`src/rtl/imc_pkg.sv`:
```
// rtl/imc_pkg.sv - shared result codes, FSM states and word field positions
package imc_pkg;

  localparam logic [1:0] RES_READ = 2'b01;
  localparam logic [1:0] RES_MAC  = 2'b10;

  typedef enum logic [1:0] {
    ST_IDLE        = 2'd0,
    ST_MAC_COLLECT = 2'd1,
    ST_MAC_FLUSH   = 2'd2
  } state_t;

  localparam int TYPE_MSB = 31;
  localparam int TYPE_LSB = 30;
  localparam int CNT_MSB  = 29;
  localparam int CNT_LSB  = 28;
  localparam int TAG_MSB  = 27;
  localparam int TAG_LSB  = 24;
  localparam int CSA_BIT  = 8;
  localparam int ROW_MSB  = 7;
  localparam int ROW_LSB  = 4;
  localparam int COL_MSB  = 3;
  localparam int COL_LSB  = 0;

  localparam int ADC_BITS_DEFAULT = 6;
  localparam int SAMPLES_PER_WORD = 4;

endpackage

```
`src/rtl/result_fifo.sv`:
```
// rtl/result_fifo.sv - synchronous result FIFO with registered read and sticky drop flag
module result_fifo #(
  parameter int WIDTH = 32,
  parameter int ADDR  = 4
) (
  input  logic             clk,
  input  logic             rst,
  input  logic             push,
  input  logic [WIDTH-1:0] push_data,
  input  logic             pop_req,
  output logic [WIDTH-1:0] pop_data,
  output logic             empty,
  output logic             full,
  output logic             overflow,
  input  logic             overflow_clr
);

  localparam int DEPTH = 1 << ADDR;

  logic [WIDTH-1:0] mem [DEPTH];
  logic [ADDR-1:0]  wptr, rptr;
  logic [ADDR:0]    count;
  logic             pop, wr, drop;

  assign empty = (count == '0);
  assign full  = (count == (ADDR+1)'(DEPTH));
  // A pop on an empty buffer is meaningless, so it never frees room for a push
  assign pop   = pop_req && !empty;
  assign wr    = push && (!full || pop);
  assign drop  = push && full && !pop;

  always_ff @(posedge clk) begin
    if (wr) mem[wptr] <= push_data;
  end

  always_ff @(posedge clk) begin
    if (rst) begin
      wptr     <= '0;
      rptr     <= '0;
      count    <= '0;
      pop_data <= '0;
      overflow <= 1'b0;
    end else begin
      if (wr) wptr <= wptr + 1'b1;
      if (pop) begin
        pop_data <= mem[rptr];
        rptr     <= rptr + 1'b1;
      end
      case ({wr, pop})
        2'b10:   count <= count + 1'b1;
        2'b01:   count <= count - 1'b1;
        default: count <= count;
      endcase
      if (drop)              overflow <= 1'b1;
      else if (overflow_clr) overflow <= 1'b0;
    end
  end

endmodule

```
`src/rtl/imc_result_collector.sv`:
```
// rtl/imc_result_collector.sv - packs CSA reads and ADC MAC samples into result words
// Optional RESULT_TAG_EN adds row/column tags to read words and column tags to MAC words.
module imc_result_collector
  import imc_pkg::*;
#(
  parameter int INSTRUCTION_SIZE = 32,
  parameter int ADC_BITS         = ADC_BITS_DEFAULT,
  parameter int ADDR_SIZE_OB     = 4
) (
  input  logic                        clk,
  input  logic                        rst,
  input  logic                        read_valid,
  input  logic [3:0]                  read_col,
  input  logic [3:0]                  read_row,
  input  logic                        csa_out1,
  input  logic                        csa_out2,
  input  logic                        mac_start,
  input  logic [3:0]                  mac_col_start,
  input  logic                        adc_valid,
  input  logic [ADC_BITS-1:0]         adc_data,
  input  logic                        mac_done,
  input  logic                        wishbone_rd_cs_output_buffer,
  input  logic                        wishbone_rd_en_output_buffer,
  output logic [INSTRUCTION_SIZE-1:0] wishbone_databus_out,
  output logic                        wishbone_empty_output_buffer,
  output logic                        wishbone_full_output_buffer,
  output logic                        overflow,
  input  logic                        overflow_clr,
  output logic                        busy
);

  localparam int PACK_W = SAMPLES_PER_WORD * ADC_BITS;

  state_t                        state_q, state_d;
  logic [1:0]                    cnt_q;
  logic [PACK_W-1:0]             samples_q, samples_next;
  logic                          read_fire, append, word_full, flush_push;
  logic                          push;
  logic [INSTRUCTION_SIZE-1:0]   read_word, mac_word, push_data;

`ifdef RESULT_TAG_EN
  // Column of sample 0 of the word currently being packed
  logic [3:0] col_q;
`else
  logic unused_tag_inputs;
  assign unused_tag_inputs = ^{read_row, mac_col_start};
`endif

  always_ff @(posedge clk) begin
    if (rst) state_q <= ST_IDLE;
    else     state_q <= state_d;
  end

  always_comb begin
    state_d = state_q;
    case (state_q)
      ST_IDLE:        if (mac_start) state_d = ST_MAC_COLLECT;
      ST_MAC_COLLECT: if (mac_done)  state_d = ST_MAC_FLUSH;
      ST_MAC_FLUSH:                  state_d = ST_IDLE;
      default:                       state_d = ST_IDLE;
    endcase
  end

  assign busy       = (state_q != ST_IDLE);
  assign read_fire  = (state_q == ST_IDLE) && read_valid;
  assign append     = (state_q == ST_MAC_COLLECT) && adc_valid;
  assign word_full  = append && (cnt_q == 2'd3);
  assign flush_push = (state_q == ST_MAC_FLUSH) && (cnt_q != 2'd0);

  always_comb begin
    samples_next = samples_q;
    if (append) begin
      for (int k = 0; k < SAMPLES_PER_WORD; k++) begin
        if (cnt_q == 2'(k)) samples_next[k*ADC_BITS +: ADC_BITS] = adc_data;
      end
    end
  end

  always_comb begin
    read_word = '0;
    read_word[TYPE_MSB:TYPE_LSB] = RES_READ;
    read_word[CSA_BIT] = (read_col < 4'd8) ? csa_out1 : csa_out2;
`ifdef RESULT_TAG_EN
    read_word[ROW_MSB:ROW_LSB] = read_row;
    read_word[COL_MSB:COL_LSB] = read_col;
`endif
  end

  // Samples never change during MAC_FLUSH, so samples_next serves both push paths
  always_comb begin
    mac_word = '0;
    mac_word[TYPE_MSB:TYPE_LSB] = RES_MAC;
    mac_word[CNT_MSB:CNT_LSB]   = word_full ? 2'd3 : (cnt_q - 2'd1);
`ifdef RESULT_TAG_EN
    mac_word[TAG_MSB:TAG_LSB]   = col_q;
`endif
    mac_word[PACK_W-1:0]        = samples_next;
  end

  assign push      = read_fire || word_full || flush_push;
  assign push_data = read_fire ? read_word : mac_word;

  always_ff @(posedge clk) begin
    if (rst) begin
      cnt_q     <= '0;
      samples_q <= '0;
`ifdef RESULT_TAG_EN
      col_q     <= '0;
`endif
    end else if (state_q == ST_IDLE) begin
      cnt_q     <= '0;
      samples_q <= '0;
`ifdef RESULT_TAG_EN
      if (mac_start) col_q <= mac_col_start;
`endif
    end else if (word_full) begin
      cnt_q     <= '0;
      samples_q <= '0;
`ifdef RESULT_TAG_EN
      col_q     <= col_q + 4'd4;
`endif
    end else if (append) begin
      cnt_q     <= cnt_q + 2'd1;
      samples_q <= samples_next;
    end else if (state_q == ST_MAC_FLUSH) begin
      cnt_q     <= '0;
      samples_q <= '0;
    end
  end

  result_fifo #(
    .WIDTH (INSTRUCTION_SIZE),
    .ADDR  (ADDR_SIZE_OB)
  ) u_fifo (
    .clk          (clk),
    .rst          (rst),
    .push         (push),
    .push_data    (push_data),
    .pop_req      (wishbone_rd_cs_output_buffer && wishbone_rd_en_output_buffer),
    .pop_data     (wishbone_databus_out),
    .empty        (wishbone_empty_output_buffer),
    .full         (wishbone_full_output_buffer),
    .overflow     (overflow),
    .overflow_clr (overflow_clr)
  );

endmodule

```
`config.mk`:
```
export PLATFORM = sky130hd
export DESIGN_NAME = imc_result_collector
export DESIGN_NICKNAME = d
export VERILOG_FILES = /design/src/rtl/imc_pkg.sv /design/src/rtl/result_fifo.sv /design/src/rtl/imc_result_collector.sv
export SDC_FILE = /design/constraint.sdc
export NUM_CORES = 1
export LEC_CHECK = 0
export CAP_MARGIN = 0
export CORE_MARGIN = 2
export CORE_UTILIZATION = 43
export DETAILED_ROUTE_END_ITERATION = 8
export GPL_ROUTABILITY_DRIVEN = 0
export MAX_ROUTING_LAYER = met4
export PLACE_DENSITY = 0.7
export SETUP_SLACK_MARGIN = 0.05
export SLEW_MARGIN = 20
export SYNTH_ARGS = -nofsm -noshare
export SYNTH_HDL_FRONTEND = slang
export SYNTH_SLANG_ARGS = --single-unit
```
`constraint.sdc`:
```
create_clock -name clk -period 9.75 [get_ports clk]
set_input_delay 2.925 -clock clk [delete_from_list [all_inputs] [get_ports clk]]
set_output_delay 2.925 -clock clk [all_outputs]
set_load 0.01 [all_outputs]
```
==> metrics.txt <==
Final Cycle Share=roughly 62%; post-synthesis cell type count=53; critical path startpoint=read_valid; Startpoint Class=input port; Worst Setup End Kind=flop; Final Hold Vio Count=0; Clock Tree Buf Depth=3; Mean Syn Cell Area=18.7 sq um; drt wl/cell=23.8 microns; Cell Area, Synth=just over 20000 sq um; Max Clk Rate=0.165 GHz; Worst Setup Path Type=input port to flop; unrepaired setup endpoints after global routing=no; fin nets=roughly 1200; die span in x=221 microns; CP Max Fanout=42; DR DRC count=0; initial antenna violation count=1; switch share=22.3%; Die H=approximately 220 microns; Top Usage Layer GRT=met2; worst rel slew slack=a little over a quarter; multi-input combinational cell area=5160 sq um; flop-to-flop setup slack=5.46 ns; internal power=4.02 mW; Register Area=14900 sq um; grt met2 use=~30%; IO Pins=65; row count=79; Leak Pwr=7.52 nW; CTS tree=built; Post-CTS Setup Inserts=0; met3 Use GR=3.48%; global-route met1 utilization=about a quarter; Buffers on Ports=just under 50; synth top area cells=edfxtp_1, mux4_2, dfxtp_1; Crit path top cell by count=a211o_1; r2r endpoint=u_fifo.count[4]; # setup viols final=0; Seq pwr share=48.6%; Initial Util=43.5%; Worst-Margin Slew=1.09 ns; global-route wire length before repair=between 60000 and 70000 microns; # fillers=3704; # resized after CTS=0; cells after synthesis=about 1100; max cap viols=0; Total Routing Usage GR=18.4%; Max IR drop VDD=0.122 mV; # placed instances=~1700; Comb power frac=10.7%; drt pass-1 iters=5; Detail Route Antenna Nets=0; setup tns final=0 ns; largest net degree at the start of global routing=64; skew final=around 0.023 ns; cells on worst reg2reg path=13; Skew-Pair Late Insertion Delay=slightly below 0.6 ns; vias per cell=5.62; most used flip-flop cell after synthesis=edfxtp_1; register area share after synthesis=approximately three quarters; Routed WL=42600 microns; H-tree level count=2; Crit-path slowest cell=buf_4; DRT iter0 DRCs=954; grt total ovfl=0; number of global-route vias before repair=10334; CP cell instances=clkdlybuf4s50_1, nand2_1, clkinv_1, buf_4, a211o_1, and2_1, inv_1, ha_1, xor2_1, ha_1, a211o_1, a21oi_1, a211o_1, nand3_1; total number of vias=10070; Largest stage delay, worst path=0.47 ns; critical path endpoint=u_fifo.count[4]; core area=~46000 sq um; path category of the worst min-delay check=flop to flop; commonest cells in the netlist=edfxtp_1, mux4_2, nand2_1; CP Data Arrival Time=6.54 ns; worst path required time=10.22 ns; final std cells w/o fill=1793; Post-CTS Hold Buffers=0; max-slew violation count=0; Die Area=48700 sq um; top cell type's share of synthesized area=66.6%; hpwl dp=~23000 microns; clk slew on worst S/H paths=0.06 ns; synth warn=0; Post-synth EDFFs=~450; share of layout cells above drive strength 1=~24%; most common cell in the netlist=edfxtp_1; Power per Cell Area=221 nW/um^2; Sw Pwr=1.15 mW; time the worst path needs with I/O delays and setup=6.08 ns; Clock Sinks=518; largest area contributor in the netlist=edfxtp_1; Layout area overhead=16.0%; #FFs+latches synth=518; post-synthesis async set-or-reset flop share=0%; clock power share=40.7%; Critical R2R Launch=state_q[0]; clock root cell=clkbuf_16; total CTS buffers=between 50 and 60; status=finished clean
[power by group through the flow]
stage          Combinational, mW  Sequential (mW)  Clock, mW
3_5_place_dp               0.554             2.56          0
6_report                   0.552             2.51       2.10
3_3_place_gp               0.548             2.56          0
5_1_grt                    0.600             2.52       2.23
4_1_cts                    0.556             2.52       2.14
2_1_floorplan              0.441             2.52          0
[how the worst min path moves through the flow]
stage               slack [ns]            end  cells after the start     startpoint
floorplan                 0.44   samples_q[0]                      2   samples_q[0]
global placement          0.44   samples_q[7]                      2   samples_q[7]
detailed placement        0.45   samples_q[4]                      2   samples_q[4]
CTS                       0.45   samples_q[4]                      2   samples_q[4]
global route              0.48   samples_q[8]                      2   samples_q[8]
finish                    0.46  samples_q[11]                      2  samples_q[11]
[metrics by stage]
step | worst slack, ns | hold WS [ns] | power [mW] | area (sq um) | utilization [%]
after floorplan | 3.24 | 0.437 | 2.96 | 20200 | -
after global placement | 3.29 | 0.441 | 3.11 | 21400 | 46.1
after detailed placement | 3.20 | 0.447 | 3.12 | 21400 | 46.1
after CTS | 3.82 | 0.455 | 5.21 | 23200 | 50.0
after global routing | 3.40 | 0.481 | 5.35 | 23400 | 50.4
final | 3.67 | 0.461 | 5.17 | 23400 | 50.4
[cells by family after synthesis]
| group | synth area share [%] |
|---|---|
| adder cells (fa/ha/maj) | 0.805 |
| AO/OA/AOI/OAI | 3.54 |
| multiplexers | 15.7 |
| buffers and inverters | 1.85 |
| other | 0.0186 |
| AND/OR/NAND/NOR | 4.34 |
| XOR/XNOR | 0.260 |
| flip-flops | 73.5 |
[flip-flops by register name (all words and copies together), names as in the netlist]
name	cells
u_fifo.mem	448
u_fifo.pop_data	28
samples_q	24
u_fifo.count	5
u_fifo.rptr	4
u_fifo.wptr	4
cnt_q	2
state_q	2
u_fifo.overflow	1
[layout make-up]
| class | instances | area share [%] |
|---|---|---|
| well taps | 607 | 3.24 |
| inverters | 13 | 0.208 |
| repair buffers | 72 | 3.19 |
| multi-input cells | 486 | 22.0 |
| clock inverters | 26 | 1.47 |
| clock buffers | 70 | 6.36 |
| diodes | 1 | 0.0107 |
| flip-flops and latches | 518 | 63.5 |
[placed cells by master, fill, tap and decap left out, drive strengths merged, types with 17 or more instances in the layout]
cell,n
nor2,59
a221o,28
mux2,29
buf,23
clkbuf,70
edfxtp,448
a21oi,49
dfxtp,70
nand2,80
clkdlybuf4s50,49
clkinv,17
mux4,112
mux2i,31
[metal layers]
layer  wire (microns)  vias to the layer above
met2            21100                      266
met3             2150                       62
li1                 -                     4434
met5                0                        -
met4              933                        0
met1            18400                     5308
[critical path: cells and delay by family]
family,cells,cell delay [ns]
buffers and inverters,4,1.17
AO/OA/AOI/OAI,4,0.97
AND/OR/NAND/NOR,3,0.71
adder cells (fa/ha/maj),2,0.55
XOR/XNOR,1,0.18
Note: power is estimated with default switching activity, not from simulation.
